File: config.mk
export PLATFORM = sky130hd
export DESIGN_NAME = iiitb_wm_ctrl_flat
export DESIGN_NICKNAME = d
export VERILOG_FILES = /design/src/rtl/iiitb_wm_pkg.sv /design/src/rtl/iiitb_wm_ctrl_if.sv /design/src/rtl/iiitb_wm_timer.sv /design/src/rtl/iiitb_wm_ctrl.sv /design/src/flat_wrapper.sv
export SDC_FILE = /design/constraint.sdc
export NUM_CORES = 1
export LEC_CHECK = 0
export CAP_MARGIN = 25
export CORE_MARGIN = 3
export CORE_UTILIZATION = 40
export CTS_CLUSTER_SIZE = 10
export DETAILED_ROUTE_END_ITERATION = 6
export SYNTH_ARGS = -nofsm -noshare
export SYNTH_HDL_FRONTEND = slang
export SYNTH_SLANG_ARGS = --single-unit
File: constraint.sdc
create_clock -name clk -period 2.3 [get_ports clk]
set_input_delay 0.23 -clock clk [delete_from_list [all_inputs] [get_ports clk]]
set_output_delay 0.23 -clock clk [all_outputs]
set_load 0.03 [all_outputs]
File: src/rtl/iiitb_wm_pkg.sv
// Washing-machine controller package.
// Holds the controller state enum (3-bit encoding), the actuator bundle type
// and small decode helpers shared by the controller and its timer user logic.
package iiitb_wm_pkg;

    // Width of the rinse_idx output (rinse passes completed).
    localparam int unsigned RinseIdxW = 3;

    typedef enum logic [2:0] {
        StIdle      = 3'd0,
        StFill      = 3'd1,
        StDetergent = 3'd2,
        StWash      = 3'd3,
        StDrain     = 3'd4,
        StSpin      = 3'd5,
        StDone      = 3'd6,
        StFault     = 3'd7
    } wm_state_e;

    typedef struct packed {
        logic door_lock;
        logic motor_on;
        logic fill_valve_on;
        logic drain_valve_on;
    } wm_act_t;

    // Actuator levels that belong to a given state.
    function automatic wm_act_t wm_act_decode(wm_state_e st);
        wm_act_t act;
        act = '0;
        case (st)
            StFill: begin
                act.door_lock     = 1'b1;
                act.fill_valve_on = 1'b1;
            end
            StDetergent: act.door_lock = 1'b1;
            StWash: begin
                act.door_lock = 1'b1;
                act.motor_on  = 1'b1;
            end
            StDrain: begin
                act.door_lock      = 1'b1;
                act.drain_valve_on = 1'b1;
            end
            StSpin: begin
                act.door_lock      = 1'b1;
                act.motor_on       = 1'b1;
                act.drain_valve_on = 1'b1;
            end
            StFault: act.door_lock = 1'b1;
            default: act = '0;
        endcase
        return act;
    endfunction

    // States that wait on a sensor and are guarded by the watchdog.
    function automatic logic wm_is_watched(wm_state_e st);
        return (st == StFill) || (st == StDetergent) || (st == StDrain);
    endfunction

endpackage

File: src/rtl/iiitb_wm_ctrl_if.sv
// Washing-machine controller signal bundle.
// Sensor/user inputs: door_close, start, filled, detergent_added, drained.
// Outputs: door_lock, motor_on, fill_valve_on, drain_valve_on, soap_wash,
//          water_wash, done, fault, rinse_idx[2:0].
// slave modport is the controller side, master modport the machine/user side.
interface iiitb_wm_ctrl_if;
    logic       door_close;
    logic       start;
    logic       filled;
    logic       detergent_added;
    logic       drained;
    logic       door_lock;
    logic       motor_on;
    logic       fill_valve_on;
    logic       drain_valve_on;
    logic       soap_wash;
    logic       water_wash;
    logic       done;
    logic       fault;
    logic [2:0] rinse_idx;

    modport slave (
        input  door_close, start, filled, detergent_added, drained,
        output door_lock, motor_on, fill_valve_on, drain_valve_on,
        output soap_wash, water_wash, done, fault, rinse_idx
    );

    modport master (
        output door_close, start, filled, detergent_added, drained,
        input  door_lock, motor_on, fill_valve_on, drain_valve_on,
        input  soap_wash, water_wash, done, fault, rinse_idx
    );
endinterface

File: src/rtl/iiitb_wm_timer.sv
// Loadable CNT_W-bit down-counter used for phase timing and the watchdog.
// Ports: clk_i, rst_ni (async active-low), load_i/load_val_i (load count),
//        expired_o (high in the last cycle of the loaded interval).
module iiitb_wm_timer #(
    parameter int unsigned CNT_W = 8
) (
    input  logic             clk_i,
    input  logic             rst_ni,
    input  logic             load_i,
    input  logic [CNT_W-1:0] load_val_i,
    output logic             expired_o
);

    logic [CNT_W-1:0] cnt_q, cnt_d;

    always_comb begin
        cnt_d = cnt_q;
        if (load_i) begin
            cnt_d = load_val_i;
        end else if (cnt_q != '0) begin
            cnt_d = cnt_q - CNT_W'(1);
        end
    end

    always_ff @(posedge clk_i or negedge rst_ni) begin
        if (!rst_ni) begin
            cnt_q <= '0;
        end else begin
            cnt_q <= cnt_d;
        end
    end

    // A load of N yields N cycles: the count reads N..1, and 1 marks the last.
    assign expired_o = (cnt_q <= CNT_W'(1));

endmodule

File: src/rtl/iiitb_wm_ctrl.sv
// Washing-machine controller: soap pass, N_RINSE rinse passes, final spin.
// Ports: clk, reset (async active-low), wm (iiitb_wm_ctrl_if.slave bundle).
// All outputs are registered and decoded from the next state (Moore).
// Optional feature: define WM_WDOG_EN to enable the fill/detergent/drain
// watchdog and the sticky FAULT state; otherwise those states wait forever
// and fault is tied low.
module iiitb_wm_ctrl
    import iiitb_wm_pkg::*;
#(
    parameter int unsigned N_RINSE     = 2,
    parameter int unsigned WASH_TICKS  = 16,
    parameter int unsigned RINSE_TICKS = 8,
    parameter int unsigned SPIN_TICKS  = 12,
    parameter int unsigned WDOG_TICKS  = 64,
    parameter int unsigned CNT_W       = 8
) (
    input  logic          clk,
    input  logic          reset,
    iiitb_wm_ctrl_if.slave wm
);

`ifdef WM_WDOG_EN
    localparam bit WdogEn = 1'b1;
`else
    localparam bit WdogEn = 1'b0;
`endif

    localparam logic [CNT_W-1:0]     WashTicks  = CNT_W'(WASH_TICKS);
    localparam logic [CNT_W-1:0]     RinseTicks = CNT_W'(RINSE_TICKS);
    localparam logic [CNT_W-1:0]     SpinTicks  = CNT_W'(SPIN_TICKS);
    localparam logic [CNT_W-1:0]     WdogTicks  = CNT_W'(WDOG_TICKS);
    localparam logic [RinseIdxW-1:0] RinseMax   = RinseIdxW'(N_RINSE);

    wm_state_e            state_q, state_d;
    logic                 soap_pass_q, soap_pass_d;
    logic [RinseIdxW-1:0] rinse_idx_q, rinse_idx_d;
    wm_act_t              act_q, act_d;
    logic                 soap_wash_q, soap_wash_d;
    logic                 water_wash_q, water_wash_d;
    logic                 done_q, done_d;

    logic                 tmr_load;
    logic [CNT_W-1:0]     tmr_load_val;
    logic                 tmr_expired;
    logic                 wdog_trip;

    iiitb_wm_timer #(
        .CNT_W (CNT_W)
    ) u_timer (
        .clk_i      (clk),
        .rst_ni     (reset),
        .load_i     (tmr_load),
        .load_val_i (tmr_load_val),
        .expired_o  (tmr_expired)
    );

    // Only sensor-wait states load the watchdog interval, so expiry there is a timeout.
    assign wdog_trip = WdogEn && wm_is_watched(state_q) && tmr_expired;

    // Next-state logic; each state looks only at the input that concerns it.
    always_comb begin
        state_d     = state_q;
        soap_pass_d = soap_pass_q;
        rinse_idx_d = rinse_idx_q;
        unique case (state_q)
            StIdle: begin
                if (wm.start && wm.door_close) begin
                    state_d     = StFill;
                    soap_pass_d = 1'b1;
                end
            end
            StFill: begin
                if (wm.filled) begin
                    state_d = soap_pass_q ? StDetergent : StWash;
                end else if (wdog_trip) begin
                    state_d = StFault;
                end
            end
            StDetergent: begin
                if (wm.detergent_added) begin
                    state_d = StWash;
                end else if (wdog_trip) begin
                    state_d = StFault;
                end
            end
            StWash: begin
                if (tmr_expired) begin
                    state_d = StDrain;
                end
            end
            StDrain: begin
                if (wm.drained) begin
                    if (!soap_pass_q) begin
                        rinse_idx_d = rinse_idx_q + RinseIdxW'(1);
                    end
                    soap_pass_d = 1'b0;
                    state_d     = (rinse_idx_d < RinseMax) ? StFill : StSpin;
                end else if (wdog_trip) begin
                    state_d = StFault;
                end
            end
            StSpin: begin
                if (tmr_expired) begin
                    state_d = StDone;
                end
            end
            StDone: begin
                state_d     = StIdle;
                soap_pass_d = 1'b0;
                rinse_idx_d = '0;
            end
            StFault: state_d = StFault;
            default: state_d = StIdle;
        endcase
    end

    // Timer reloads on every state change with the interval of the state being entered.
    always_comb begin
        tmr_load     = (state_d != state_q);
        tmr_load_val = '0;
        case (state_d)
            StWash:                       tmr_load_val = soap_pass_d ? WashTicks : RinseTicks;
            StSpin:                       tmr_load_val = SpinTicks;
            StFill, StDetergent, StDrain: tmr_load_val = WdogTicks;
            default:                      tmr_load_val = '0;
        endcase
    end

    // Output decode from the next state so registered outputs align with state_q.
    always_comb begin
        act_d        = wm_act_decode(state_d);
        done_d       = (state_d == StDone);
        soap_wash_d  = soap_pass_d &&
                       (state_d inside {StFill, StDetergent, StWash, StDrain});
        // Rinse flag stays up through DONE and drops on the return to IDLE.
        water_wash_d = !soap_pass_d &&
                       (state_d inside {StFill, StWash, StDrain, StSpin, StDone});
    end

    always_ff @(posedge clk or negedge reset) begin
        if (!reset) begin
            state_q      <= StIdle;
            soap_pass_q  <= 1'b0;
            rinse_idx_q  <= '0;
            act_q        <= '0;
            soap_wash_q  <= 1'b0;
            water_wash_q <= 1'b0;
            done_q       <= 1'b0;
        end else begin
            state_q      <= state_d;
            soap_pass_q  <= soap_pass_d;
            rinse_idx_q  <= rinse_idx_d;
            act_q        <= act_d;
            soap_wash_q  <= soap_wash_d;
            water_wash_q <= water_wash_d;
            done_q       <= done_d;
        end
    end

`ifdef WM_WDOG_EN
    logic fault_q;

    always_ff @(posedge clk or negedge reset) begin
        if (!reset) begin
            fault_q <= 1'b0;
        end else begin
            fault_q <= (state_d == StFault);
        end
    end

    assign wm.fault = fault_q;
`else
    assign wm.fault = 1'b0;
`endif

    assign wm.door_lock      = act_q.door_lock;
    assign wm.motor_on       = act_q.motor_on;
    assign wm.fill_valve_on  = act_q.fill_valve_on;
    assign wm.drain_valve_on = act_q.drain_valve_on;
    assign wm.soap_wash      = soap_wash_q;
    assign wm.water_wash     = water_wash_q;
    assign wm.done           = done_q;
    assign wm.rinse_idx      = rinse_idx_q;

endmodule
File: src/flat_wrapper.sv
// flat-port wrapper written by rule: the top's interface ports become plain ports
module iiitb_wm_ctrl_flat import iiitb_wm_pkg::*;
#(
    parameter int unsigned N_RINSE     = 2,
    parameter int unsigned WASH_TICKS  = 16,
    parameter int unsigned RINSE_TICKS = 8,
    parameter int unsigned SPIN_TICKS  = 12,
    parameter int unsigned WDOG_TICKS  = 64,
    parameter int unsigned CNT_W       = 8
)
  (clk, reset, wm_door_close, wm_start, wm_filled, wm_detergent_added, wm_drained, wm_door_lock, wm_motor_on, wm_fill_valve_on, wm_drain_valve_on, wm_soap_wash, wm_water_wash, wm_done, wm_fault, wm_rinse_idx);
  iiitb_wm_ctrl_if wm_i ();
  input  logic clk;
  input  logic reset;
  input wire logic [$bits(wm_i.door_close)-1:0] wm_door_close;
  input wire logic [$bits(wm_i.start)-1:0] wm_start;
  input wire logic [$bits(wm_i.filled)-1:0] wm_filled;
  input wire logic [$bits(wm_i.detergent_added)-1:0] wm_detergent_added;
  input wire logic [$bits(wm_i.drained)-1:0] wm_drained;
  output wire logic [$bits(wm_i.door_lock)-1:0] wm_door_lock;
  output wire logic [$bits(wm_i.motor_on)-1:0] wm_motor_on;
  output wire logic [$bits(wm_i.fill_valve_on)-1:0] wm_fill_valve_on;
  output wire logic [$bits(wm_i.drain_valve_on)-1:0] wm_drain_valve_on;
  output wire logic [$bits(wm_i.soap_wash)-1:0] wm_soap_wash;
  output wire logic [$bits(wm_i.water_wash)-1:0] wm_water_wash;
  output wire logic [$bits(wm_i.done)-1:0] wm_done;
  output wire logic [$bits(wm_i.fault)-1:0] wm_fault;
  output wire logic [$bits(wm_i.rinse_idx)-1:0] wm_rinse_idx;
  assign wm_i.door_close = wm_door_close;
  assign wm_i.start = wm_start;
  assign wm_i.filled = wm_filled;
  assign wm_i.detergent_added = wm_detergent_added;
  assign wm_i.drained = wm_drained;
  assign wm_door_lock = wm_i.door_lock;
  assign wm_motor_on = wm_i.motor_on;
  assign wm_fill_valve_on = wm_i.fill_valve_on;
  assign wm_drain_valve_on = wm_i.drain_valve_on;
  assign wm_soap_wash = wm_i.soap_wash;
  assign wm_water_wash = wm_i.water_wash;
  assign wm_done = wm_i.done;
  assign wm_fault = wm_i.fault;
  assign wm_rinse_idx = wm_i.rinse_idx;
  iiitb_wm_ctrl #(.N_RINSE(N_RINSE), .WASH_TICKS(WASH_TICKS), .RINSE_TICKS(RINSE_TICKS), .SPIN_TICKS(SPIN_TICKS), .WDOG_TICKS(WDOG_TICKS), .CNT_W(CNT_W)) u_core (.clk(clk), .reset(reset), .wm(wm_i));
endmodule
==> flow_summary.yaml <==
run_status:
  status: "complete, no violations"
timing:
  finalHoldWorstSlack_ns: 0.218
  relSlewSlack_pct: 65.6
  setup_viol: 0
  finalHoldViolCount: 0
  min_period_over_period_pct: 96.4
  layout_min_cycle_time_ns: 2.22
  worst_pin_slew_ns: 0.511
  skew_ns: 0.0158
  slew_viol_final: 0
  fmax_mhz: 451
drt:
  drtPass1Iterations: 6
  wl_mm: 3.74
  drc: 0
  dr_total_vias: 1343
  postRouteAntennaNets: 0
  viasPerCell: 5.64
  wl_per_cell_um: 15.7
  drtIter0Drc: 67
yosys:
  synth_compound_area_share_pct: 26.6
  synth.area.top_cells: "dfrtp_1 (38%), ha_1 (3.5%), nand2_1 (3.4%)"
  yosysSeqAreaShare_pct: 38.5
  synth_area_sq_um: 1430
  yosysTopAreaCell: "dfrtp_1"
  avgSynthCellArea_sq_um: 9.12
  ys_types: 53
  synth.area.mux_share_pct: 1.40
  synth_edf_count: 0
  synth_seq_cells: 22
  yosys.area_share.simple_pct: 20.5
  synth_xor_area_share_pct: 2.45
  syn_nets: 168
  syn_inst: 157
  async_flop_share_pct: 100
  synth_commonest_cells: "dfrtp_1 (22), nand2_1 (13), nor2_1 (13)"
  synthAdderAreaFrac_pct: 3.50
  synth_top_area_share_pct: 38.5
  synth_top_family_by_area: "compound AO/OA/AOI/OAI gates"
  ys.flop_type: "dfrtp_1"
  synth_most_common_cell: "dfrtp_1"
  ys_warn_count: 0
power_and_ir_drop:
  p_per_area_nw_per_um2: 1520
  leakage_nw: 0.817
  total_power_w: 0.00280
  ir_worst_vdd_uv: 801
floorplan:
  ios: 18
  die_area_sq_um: 4330
  num_rows: 21
  start_util_pct: 42.2
  die_h_um: 65.8
  core_area_sq_um: 3390
  die_w_um: 65.8
cts:
  worstSkewPairLatency_ns: 0.33
  cts-htree-levels: 1
  clkSinkCount: 22
  cts_buffers: 3
  tritoncts: "built"
  clk_pin_slew_ns: 0.14
  max-clock-path-buffers: 2
  root_buffer: "clkbuf_4"
cells_and_area:
  drive_above_1_share_pct: 19.3
  fin_cells: 238
  num_antenna_cells: 0
  area_growth_pct: 28.3
  nets: 204
critical_path:
  startpoint_type: "flip-flop"
  endpoint: "u_core.u_timer.cnt_q[3]"
  regToRegEndpoint: "u_core.u_timer.cnt_q[3]"
  critPathRequiredTime_ns: 2.54
  cp.arrival_ns: 2.45
  timing.rr.start: "u_core.wm.rinse_idx[0]"
  startpoint: "u_core.wm.rinse_idx[0]"
  cp-end-kind: "flip-flop"
  r2r_slack_ns: 0.08
  reg2regPathDepth: 8
  critical_path_class: "reg2reg"
  cp_max_fo: 5
job:
  cap_violations: 0
global_route:
  grt_pass1_vias: 1327
  grt_max_degree: 23
  grt_first_pass_wirelength_mm: 6.16
  grt_use_total_pct: 18.5
  grt_remaining_overflow: 0
  antenna_found_initial: 0
placement:
  gp_congestion: 0.895
  dp.cells: 231
  portBuffers: 16
  place.detailed.hpwl_mm: 2.74
hold_path:
  min_path_type: "in2async"
[kinds of logic (layout without fill, tap and decap cells)]
logic type	Yosys count	after routing
AND/OR/NAND/NOR	54	54
AO/OA/AOI/OAI	51	51
flip-flops	22	22
buffers and inverters	19	54
adder cells (fa/ha/maj)	4	4
XOR/XNOR	4	4
multiplexers	2	2
other	1	1
[where the power goes]
group / internal [W] / switching (W) / total [W] / leakage (nW)
Combinational: 0.000827 / 0.000938 / 0.00177 / 0.525
Sequential: 0.000533 / 0.000187 / 0.000720 / 0.264
Clock: 0.000177 / 0.000133 / 0.000310 / 0.0279
[worst max-delay path, cell delays in order, from the launching register on]
cell and delay (ns):
dfrtp_1 0.44, ha_1 0.25, xor2_1 0.17, o311ai_0 0.38, a222oi_1 0.16, buf_4 0.17, buf_4 0.13, o21a_1 0.16
o31ai_1 0.28
[repair_timing]
item / CTS / global route
pin swaps: 0 / 4
endpoints found under the setup margin: 1 / 3
buffers inserted: 1 / 2
hold buffers: 0 / 0
gates resized for setup: 1 / 4
[final cells by class]
class / count / area (sq um)
clock buffers: 3 / 22.5
clock inverters: 1 / 30.0
fillers: 302 / 1550
inverters: 11 / 41.3
multi-input cells: 116 / 802
flip-flops and latches: 22 / 551
well taps: 46 / 57.6
repair buffers: 39 / 333
[registers in the layout (all words and copies together), names as in the netlist]
| register | cells |
|---|---|
| u_core.soap_pass_q | 1 |
| u_core.wm.door_lock | 1 |
| u_core.wm.done | 1 |
| u_core.wm.drain_valve_on | 1 |
| u_core.wm.soap_wash | 1 |
| u_core.wm.motor_on | 1 |
| u_core.state_q | 3 |
| u_core.wm.fill_valve_on | 1 |
| u_core.u_timer.cnt_q | 8 |
| u_core.wm.rinse_idx | 3 |
| u_core.wm.water_wash | 1 |
[metrics by stage]
| step | area, sq um | TNS, ns | setup WS [ns] | utilization, % |
|---|---|---|---|---|
| after CTS | 1820 | 0 | 0.0304 | 53.6 |
| after global placement | 1760 | 0 | 0.0691 | 51.8 |
| after global routing | 1840 | -0.0240 | -0.0194 | 54.2 |
| after floorplan | 1450 | 0 | 0.0188 | - |
| after detailed placement | 1760 | -0.0172 | -0.0172 | 51.8 |
| final | 1840 | 0 | 0.0830 | 54.2 |
[cells in the final DEF (no fill, tap or decap), drive strengths merged, types with 5 or more instances in the layout]
master         instances
a21oi                  8
buf                   23
clkdlybuf4s50         16
dfrtp                 22
inv                   11
nand2                 13
nor2                  13
nor3                   5
o21a                   5
o21ai                  6
[routing by layer]
layer / vias to the layer above / wire length [um] / track usage (%) / share of wire (%)
met5: - / 0 / 0 / 0
met4: 0 / 61 / 6.22 / 1.6
met1: 645 / 1670 / 23.5 / 45
li1: 655 / - / - / -
met2: 35 / 1850 / 31.3 / 49
met3: 8 / 160 / 3.23 / 4.3
[how the worst min path moves through the flow]
stage,start,end,slack [ns]
3_5_place_dp,u_core.wm.rinse_idx[0],u_core.wm.rinse_idx[0],0.56
3_3_place_gp,u_core.wm.rinse_idx[0],u_core.wm.rinse_idx[0],0.55
5_1_grt,reset,u_core.u_timer.cnt_q[5],0.25
6_report,reset,u_core.u_timer.cnt_q[7],0.22
4_1_cts,reset,u_core.u_timer.cnt_q[7],0.23
2_1_floorplan,reset,u_core.soap_pass_q,-0.07
Note: power is estimated with default switching activity, not from simulation.
